File: config.mk
export PLATFORM = sky130hd
export DESIGN_NAME = framebuffer_arbiter
export DESIGN_NICKNAME = d
export VERILOG_FILES = /design/src/rtl/framebuffer_arbiter.sv
export SDC_FILE = /design/constraint.sdc
export NUM_CORES = 1
export LEC_CHECK = 0
export BUFFER_PORTS_ARGS = -buffer_cell sky130_fd_sc_hd__buf_2
export CORE_MARGIN = 5
export CORE_UTILIZATION = 40
export CTS_CLUSTER_DIAMETER = 150
export DETAILED_ROUTE_END_ITERATION = 8
export PLACE_DENSITY = 0.74
export SLEW_MARGIN = 0
export SYNTH_ARGS = -nofsm -noshare
export SYNTH_HDL_FRONTEND = slang
export SYNTH_SLANG_ARGS = --single-unit
File: constraint.sdc
create_clock -name clk -period 1.7 [get_ports clk]
set_input_delay 0.34 -clock clk [delete_from_list [all_inputs] [get_ports clk]]
set_output_delay 0.34 -clock clk [all_outputs]
set_load 0.02 [all_outputs]
File: src/rtl/framebuffer_arbiter.sv
`default_nettype none
// +-------------------------------------------------------------------------+
// | framebuffer_arbiter : scanout/CPU arbiter for a single-port 320x240x8 RAM |
// | Revision: 1.0                                                           |
// +-------------------------------------------------------------------------+
module framebuffer_arbiter #(
  parameter int ADDR_WIDTH = 17,
  parameter int FB_WORDS   = 76800,
  parameter int MAX_WAIT   = 8
) (
  input  logic                  clk,
  input  logic                  rst_n,
  input  logic                  i_scan_req,
  input  logic [ADDR_WIDTH-1:0] i_scan_addr,
  output logic                  o_scan_gnt,
  output logic [7:0]            o_scan_data,
  output logic                  o_scan_valid,
  input  logic                  i_cpu_req,
  input  logic                  i_cpu_we,
  input  logic [ADDR_WIDTH-1:0] i_cpu_addr,
  input  logic [7:0]            i_cpu_wdata,
  output logic                  o_cpu_gnt,
  output logic [7:0]            o_cpu_rdata,
  output logic                  o_cpu_rvalid,
  output logic [ADDR_WIDTH-1:0] o_mem_addr,
  output logic                  o_mem_we,
  output logic [7:0]            o_mem_wdata,
  input  logic [7:0]            i_mem_rdata
);

  localparam logic [0:0] c_st_normal = 1'b0;
  localparam logic [0:0] c_st_force  = 1'b1;

  localparam logic [7:0]            c_max_wait = 8'(MAX_WAIT);
  localparam logic [ADDR_WIDTH-1:0] c_fb_words = ADDR_WIDTH'(FB_WORDS);

  logic [0:0]            r_state;
  logic [7:0]            r_wait_cnt;
  logic [ADDR_WIDTH-1:0] r_last_addr;
  logic                  r_rd_scan;
  logic                  r_rd_cpu;
  logic                  r_rd_in_range;
  logic [7:0]            r_scan_data;
  logic [7:0]            r_cpu_data;

  logic                  w_force;
  logic                  w_scan_gnt;
  logic                  w_cpu_gnt;
  logic                  w_scan_in_range;
  logic                  w_cpu_in_range;
  logic [7:0]            w_wait_nxt;
  logic [0:0]            w_state_nxt;
  logic [7:0]            w_rd_data;

  // Grants are gated by rst_n so nothing reaches the RAM while reset is held.
  always_comb begin
    w_force    = (r_state == c_st_force);
    w_scan_gnt = rst_n & i_scan_req & ~w_force;
    w_cpu_gnt  = rst_n & i_cpu_req & (w_force | ~i_scan_req);
  end

  always_comb begin
    w_scan_in_range = (i_scan_addr < c_fb_words);
    w_cpu_in_range  = (i_cpu_addr < c_fb_words);
  end

  always_comb begin
    w_wait_nxt = r_wait_cnt;
    if (!i_cpu_req || w_cpu_gnt) begin
      w_wait_nxt = 8'd0;
    end else if (r_wait_cnt < c_max_wait) begin
      w_wait_nxt = r_wait_cnt + 8'd1;
    end
  end

  // A FORCE slot is always consumed by the CPU, so it never lasts two cycles.
  always_comb begin
    w_state_nxt = c_st_normal;
    if (!w_force && (w_wait_nxt == c_max_wait)) begin
      w_state_nxt = c_st_force;
    end
  end

  always_ff @(posedge clk or negedge rst_n) begin
    if (!rst_n) begin
      r_state    <= c_st_normal;
      r_wait_cnt <= 8'd0;
    end else begin
      r_state    <= w_state_nxt;
      r_wait_cnt <= w_wait_nxt;
    end
  end

  always_comb begin
    if (w_cpu_gnt) begin
      o_mem_addr = i_cpu_addr;
    end else if (w_scan_gnt) begin
      o_mem_addr = i_scan_addr;
    end else begin
      o_mem_addr = r_last_addr;
    end
    o_mem_we    = w_cpu_gnt & i_cpu_we & w_cpu_in_range;
    o_mem_wdata = i_cpu_wdata;
    o_scan_gnt  = w_scan_gnt;
    o_cpu_gnt   = w_cpu_gnt;
  end

  always_ff @(posedge clk or negedge rst_n) begin
    if (!rst_n) begin
      r_last_addr <= '0;
    end else if (w_cpu_gnt || w_scan_gnt) begin
      r_last_addr <= o_mem_addr;
    end
  end

  // Read tag: who owns the RAM output next cycle and whether it is real data.
  always_ff @(posedge clk or negedge rst_n) begin
    if (!rst_n) begin
      r_rd_scan     <= 1'b0;
      r_rd_cpu      <= 1'b0;
      r_rd_in_range <= 1'b0;
    end else begin
      r_rd_scan     <= w_scan_gnt;
      r_rd_cpu      <= w_cpu_gnt & ~i_cpu_we;
      r_rd_in_range <= w_scan_gnt ? w_scan_in_range : w_cpu_in_range;
    end
  end

  assign w_rd_data = r_rd_in_range ? i_mem_rdata : 8'h00;

  always_ff @(posedge clk or negedge rst_n) begin
    if (!rst_n) begin
      r_scan_data <= 8'h00;
      r_cpu_data  <= 8'h00;
    end else begin
      if (r_rd_scan) begin
        r_scan_data <= w_rd_data;
      end
      if (r_rd_cpu) begin
        r_cpu_data <= w_rd_data;
      end
    end
  end

  // RAM data bypasses the hold register during the valid cycle itself.
  always_comb begin
    o_scan_valid = r_rd_scan;
    o_cpu_rvalid = r_rd_cpu;
    o_scan_data  = r_rd_scan ? w_rd_data : r_scan_data;
    o_cpu_rdata  = r_rd_cpu ? w_rd_data : r_cpu_data;
  end

endmodule
`default_nettype wire

# Yosys cells after proc, flatten, opt, wreduce, memory -nomap -nowiden
# Index checks and enable logic that the tools add are counted.
dict set report word_totals {
  out_inout_bits 46
  ff_bits 45
  wordCells 38
  inputBits 55
}
dict set report op_classes {
  n_lt_le_gt_ge 3
  bitwise_logic 11
  add_sub_neg 1
  mux 9
  eq_ne 1
  reduce_logical 5
}
# operator n
set op_table {}
lappend op_table {{8-bit 2-to-1 mux} 5}
lappend op_table {{17-bit < comparator (second input constant)} 2}
lappend op_table {{17-bit 2-to-1 mux} 2}
lappend op_table {{8-bit by 1-bit adder with 8-bit output (second input constant)} 1}
lappend op_table {{8-bit by 4-bit == test with 1-bit output (second input constant)} 1}
lappend op_table {{8-bit by 4-bit < comparator with 1-bit output (second input constant)} 1}
lappend op_table {{1-bit AND} 7}
lappend op_table {{1-bit inverter} 3}
lappend op_table {{1-bit logical NOT} 2}
lappend op_table {{1-bit logical OR} 2}
lappend op_table {{1-bit 2-to-1 mux} 2}
lappend op_table {{1-bit logical AND} 1}
lappend op_table {{1-bit bitwise OR} 1}

# Logic depth before layout (Yosys ltp)
dict set report logic_depth {
  depth_word 8
  mapped_depth 5
  depth_no_buf 4
}

# Worst setup path before layout
# OpenSTA, ideal clock, no wires.
dict set report synth_path {
  path_type {reg2out}
  from {reg r_state}
  to {out o_mem_addr[10]}
  required_ns 1.360
  arrival_time_ns 1.383
  slack_ns -0.023
  path_buffers 1
  stages_incl_launch_ff 6
  cell_sequence {dfrtp_1 > nand2b_1 > and3_1 > clkbuf_1 > a22oi_1 > nand2_1}
}
dict set report synth_via {
  word_cells_on_any_way 6
  cone_classes {2 x mux; 4 x bitwise}
}
# element line_no
set synth_lines {}
lappend synth_lines {{from (decl)} 37} ;# logic [0:0] r_state;
lappend synth_lines {{from (signal assigned)} 86} ;# r_state <= c_st_normal;
lappend synth_lines {{from (signal assigned)} 89} ;# r_state <= w_state_nxt;
lappend synth_lines {{1-bit bitwise OR} 59} ;# w_cpu_gnt = rst_n & i_cpu_req & (w_force | ~i_scan_req);
lappend synth_lines {{1-bit AND} 59}
lappend synth_lines {{via o_cpu_gnt} 22} ;# output logic o_cpu_gnt,
lappend synth_lines {{17-bit 2-to-1 mux} 95} ;# if (w_cpu_gnt) begin
lappend synth_lines {{to (decl)} 25} ;# output logic [ADDR_WIDTH-1:0] o_mem_addr,
# The timed path passes the listed nets, and every way through them passes these cells.

# Final worst setup path
dict set report layout_path {
  from {reg r_state}
  to {out o_mem_addr[3]}
}
dict set report layout_via {
  elab_chain_len 4
  word_cells_on_any_way 6
  cone_classes {2 x mux; 4 x bitwise}
}
# element line_no
set layout_rtl {}
lappend layout_rtl {{1-bit inverter} 58} ;# w_scan_gnt = rst_n & i_scan_req & ~w_force;
lappend layout_rtl {{1-bit AND} 58}
lappend layout_rtl {{17-bit 2-to-1 mux} 97} ;# end else if (w_scan_gnt) begin
lappend layout_rtl {{17-bit 2-to-1 mux (*)} 95}
# Mark *: on every way between the ends. The rest lies on a longest branch, timed or not.

==> flow_summary_export.csv <==
group,metric,value,unit
worst_setup_path,r2r_slack,0.06,ns
worst_setup_path,cp_slowest_stage_delay,0.36,ns
layout,area.growth.synth_to_final,52.2,%
power,power_density,889,mW/mm2
route,routedWlPerCell,14.8,um
yosys,synth_cell_types,29,
sta,worst_pin_slew,0.438,ns
sta,hold_viol,0,
sta,worst_slew_margin_rel,70.5,%
worst_setup_path,path_buf_inv,3,
grt,grt_pass1_wl,7.89,mm
sta,max_freq,506,MHz
grt,antenna_found_initial,0,
sta,rsz0062_at_grt,"true",
clocking,numCtsBuffers,5,
grt,grt_pass1_vias,1755,
grt,grt_use_total,15.8,%
worst_setup_path,cp_cell_sequence,"buf_4 -> and3b_2 -> a21oi_4 -> buf_6 -> nand2_2 -> nand2_2 -> buf_6",
power,power.leakage,1.59,nW
yosys,synth_seq_area_share,56.0,%
floorplan,start_util,41.7,%
route,drt_iter0_drc,61,
worst_setup_path,crit_type,"reg -> out",
min_path,hp-class,"in -> async",
route,vias,1887,
power,finalPower,2.72,mW
clocking,cts_sinks,45,
floorplan,die_h,80.9,um
sta,holdWs,0.0854,ns
floorplan,die-area,0.00654,mm2
worst_setup_path,cp_data_required_time,1.36,ns
yosys,synth_area,0.00201,mm2
worst_setup_path,end_kind,"output port",
grt,grt-ovfl-total,0,
worst_setup_path,critPathArrivalTime,1.64,ns
yosys,yosysTopAreaCellShare,56.0,%
route,via_per_inst,4.99,
layout,drive_gt1_share,55.9,%
yosys,syn_nets,269,
yosys,synth_area_per_cell,9.44,um2
worst_setup_path,worst-path-max-fanout,8,
place,dpl.hpwl,3.71,mm
route,ant_nets,0,
yosys,synth_top_area_cell,"dfrtp_1",
outcome,violations,"setup timing",
sta,drv_slew,0,
clocking,cts_root_buf,"clkbuf_8",
layout,utilization,63.5,%
sta,setup-tns-final,-4.46,ns
clocking,cts_tree,"yes",
clocking,clk_path_buf_depth,2,
worst_setup_path,r2r_start,"r_wait_cnt[7]$_DFF_PN0_",
sta,period_share,116,%
sta,min_period,1.98,ns
worst_setup_path,crit_cells,7,
floorplan,coreArea,0.00482,mm2
worst_setup_path,start_kind,"register",
route,drc,0,
grt,grt_max_degree,21,
power,ir_drop,0.579,mV
layout,finalNetCount,366,
flow_run,maxCapViolCount,0,
sta,skew,0.0103,ns
sta,setup_ws,-0.277,ns
layout,antenna_cells,0,
yosys,synth-seq-cells,45,
yosys,ys_top_cells_by_area,"dfrtp_1, nand2_1, a22oi_1",
clocking,cts.clk_slew.worst_paths,0.09,ns
place,gp_congestion,0.787,
clocking,cts_max_level,2,
floorplan,dieWidth,80.9,um
outcome,run_status,"finished with violations",
route,dr.pass1.iters,4,
place,post-place-ws,-0.0456,ns
place,port_buffers,84,
worst_setup_path,reg2reg_to,"r_state$_DFF_PN0_",
worst_setup_path,critPathTopFamily,"buffers and inverters",
yosys,synthCells,213,
sta,setup_viol,19,
worst_setup_path,cp_slowest_cell,"dfrtp_1",
clocking,clk-insertion-delay-late,0.30,ns
route,drt-total-wl,5.60,mm
floorplan,num_io_pins,101,
worst_setup_path,reg2reg_depth,4,
yosys,yosys_warnings,0,
floorplan,rows,25,
## synth_stat cells
cell type,count
o311ai_0,1
o31ai_1,1
nand3_1,17
and3b_1,1
o21ai_0,16
o21a_1,2
buf_4,8
nor2b_1,3
nor3b_2,1
and2_2,1
a22oi_1,17
nor2_1,5
buf_2,1
nand2_1,51
ha_1,1
a21oi_1,3
o2111a_1,1
a21boi_0,1
nor3_1,1
nand2b_1,1
or4_4,1
and2_1,3
and3_1,2
mux2i_1,2
a21bo_2,1
xnor2_1,2
inv_1,16
clkbuf_1,8
dfrtp_1,45
## where the power goes
group	internal (mW)	total (mW)	switching (mW)
logic	0.335	0.810	0.475
clock network	0.329	0.675	0.346
registers	1.19	1.24	0.0438
total	1.86	2.72	0.865
## routing by layer
metal  track usage, %  wire [um]  vias to the layer above  part of all wire [%]
met3             5.21        394                       10                   7.0
met4             6.59         98                        0                   1.8
met2             25.9       2890                       73                    52
met5                0          0                        -                     0
met1             18.9       2210                      903                    39
li1                 -          -                      901                     -
## area by class of cell
type / instances / area, um2
inverter: 16 / 60.1
multi-input combinational: 135 / 935
tap: 67 / 83.8
clock buffer: 6 / 82.6
timing repair buffer: 107 / 756
sequential: 45 / 1130
fill: 388 / 1760
clock inverter: 2 / 13.8
## through the flow
step | std cells | area, um2
after detailed placement | 358 | 2510
after global placement | 358 | 2510
final | 378 | 3060
after CTS | 369 | 2900
after global routing | 378 | 3060
after floorplan | 213 | 2010
## cell families after synthesis
group | count (synthesis) | share of synthesized area (%)
flops | 45 | 56.0
buf+inv | 33 | 7.72
mux | 2 | 0.996
compound gates | 43 | 14.1
xor+xnor | 2 | 0.871
fa+ha+maj | 1 | 0.622
simple gates | 87 | 19.7
## repair_timing
item | 4_1_cts | 5_1_grt
gates cloned | 1 | 2
buffers inserted | 2 | 7
hold endpoints to repair | 0 | 0
hold buffers | 0 | 0
endpoints found under the setup margin | 35 | 34
gates resized for setup | 80 | 37
pin swaps | 9 | 5
## cells in the final DEF, fill, tap and decap left out, types with 2 or more instances in the layout
cell type,netlist,layout
a21oi_1,3,2
a22oi_2,0,17
and2_1,3,3
and3_4,0,2
buf_2,1,67
buf_4,8,13
buf_6,0,24
clkbuf_8,0,6
dfrtp_1,45,42
dfrtp_2,0,3
inv_1,16,16
mux2i_1,2,2
nand2_1,51,25
nand2_2,0,26
nand3_1,17,17
nor2_1,5,4
nor2b_1,3,3
o21a_1,2,2
o21ai_1,0,13
o21ai_2,0,3
xnor2_1,2,2
## sequential cells by signal (all words and copies together), names as in the netlist
name and cells:
o_cpu_rvalid 1, o_scan_valid 1, r_cpu_data 8, r_last_addr 17, r_rd_in_range 1, r_scan_data 8
r_state 1, r_wait_cnt 8
## how the worst max path moves through the flow
stage	startpoint	slack [ns]	to
2_1_floorplan	rst_n	0.007	o_mem_addr[10]
3_3_place_gp	rst_n	-0.009	o_mem_addr[9]
3_5_place_dp	r_state$_DFF_PN0_	-0.05	o_mem_addr[16]
4_1_cts	r_state$_DFF_PN0_	-0.26	o_mem_addr[3]
5_1_grt	r_state$_DFF_PN0_	-0.37	o_mem_addr[3]
6_report	r_state$_DFF_PN0_	-0.28	o_mem_addr[3]
No activity file was read; power rests on OpenSTA's default activity.
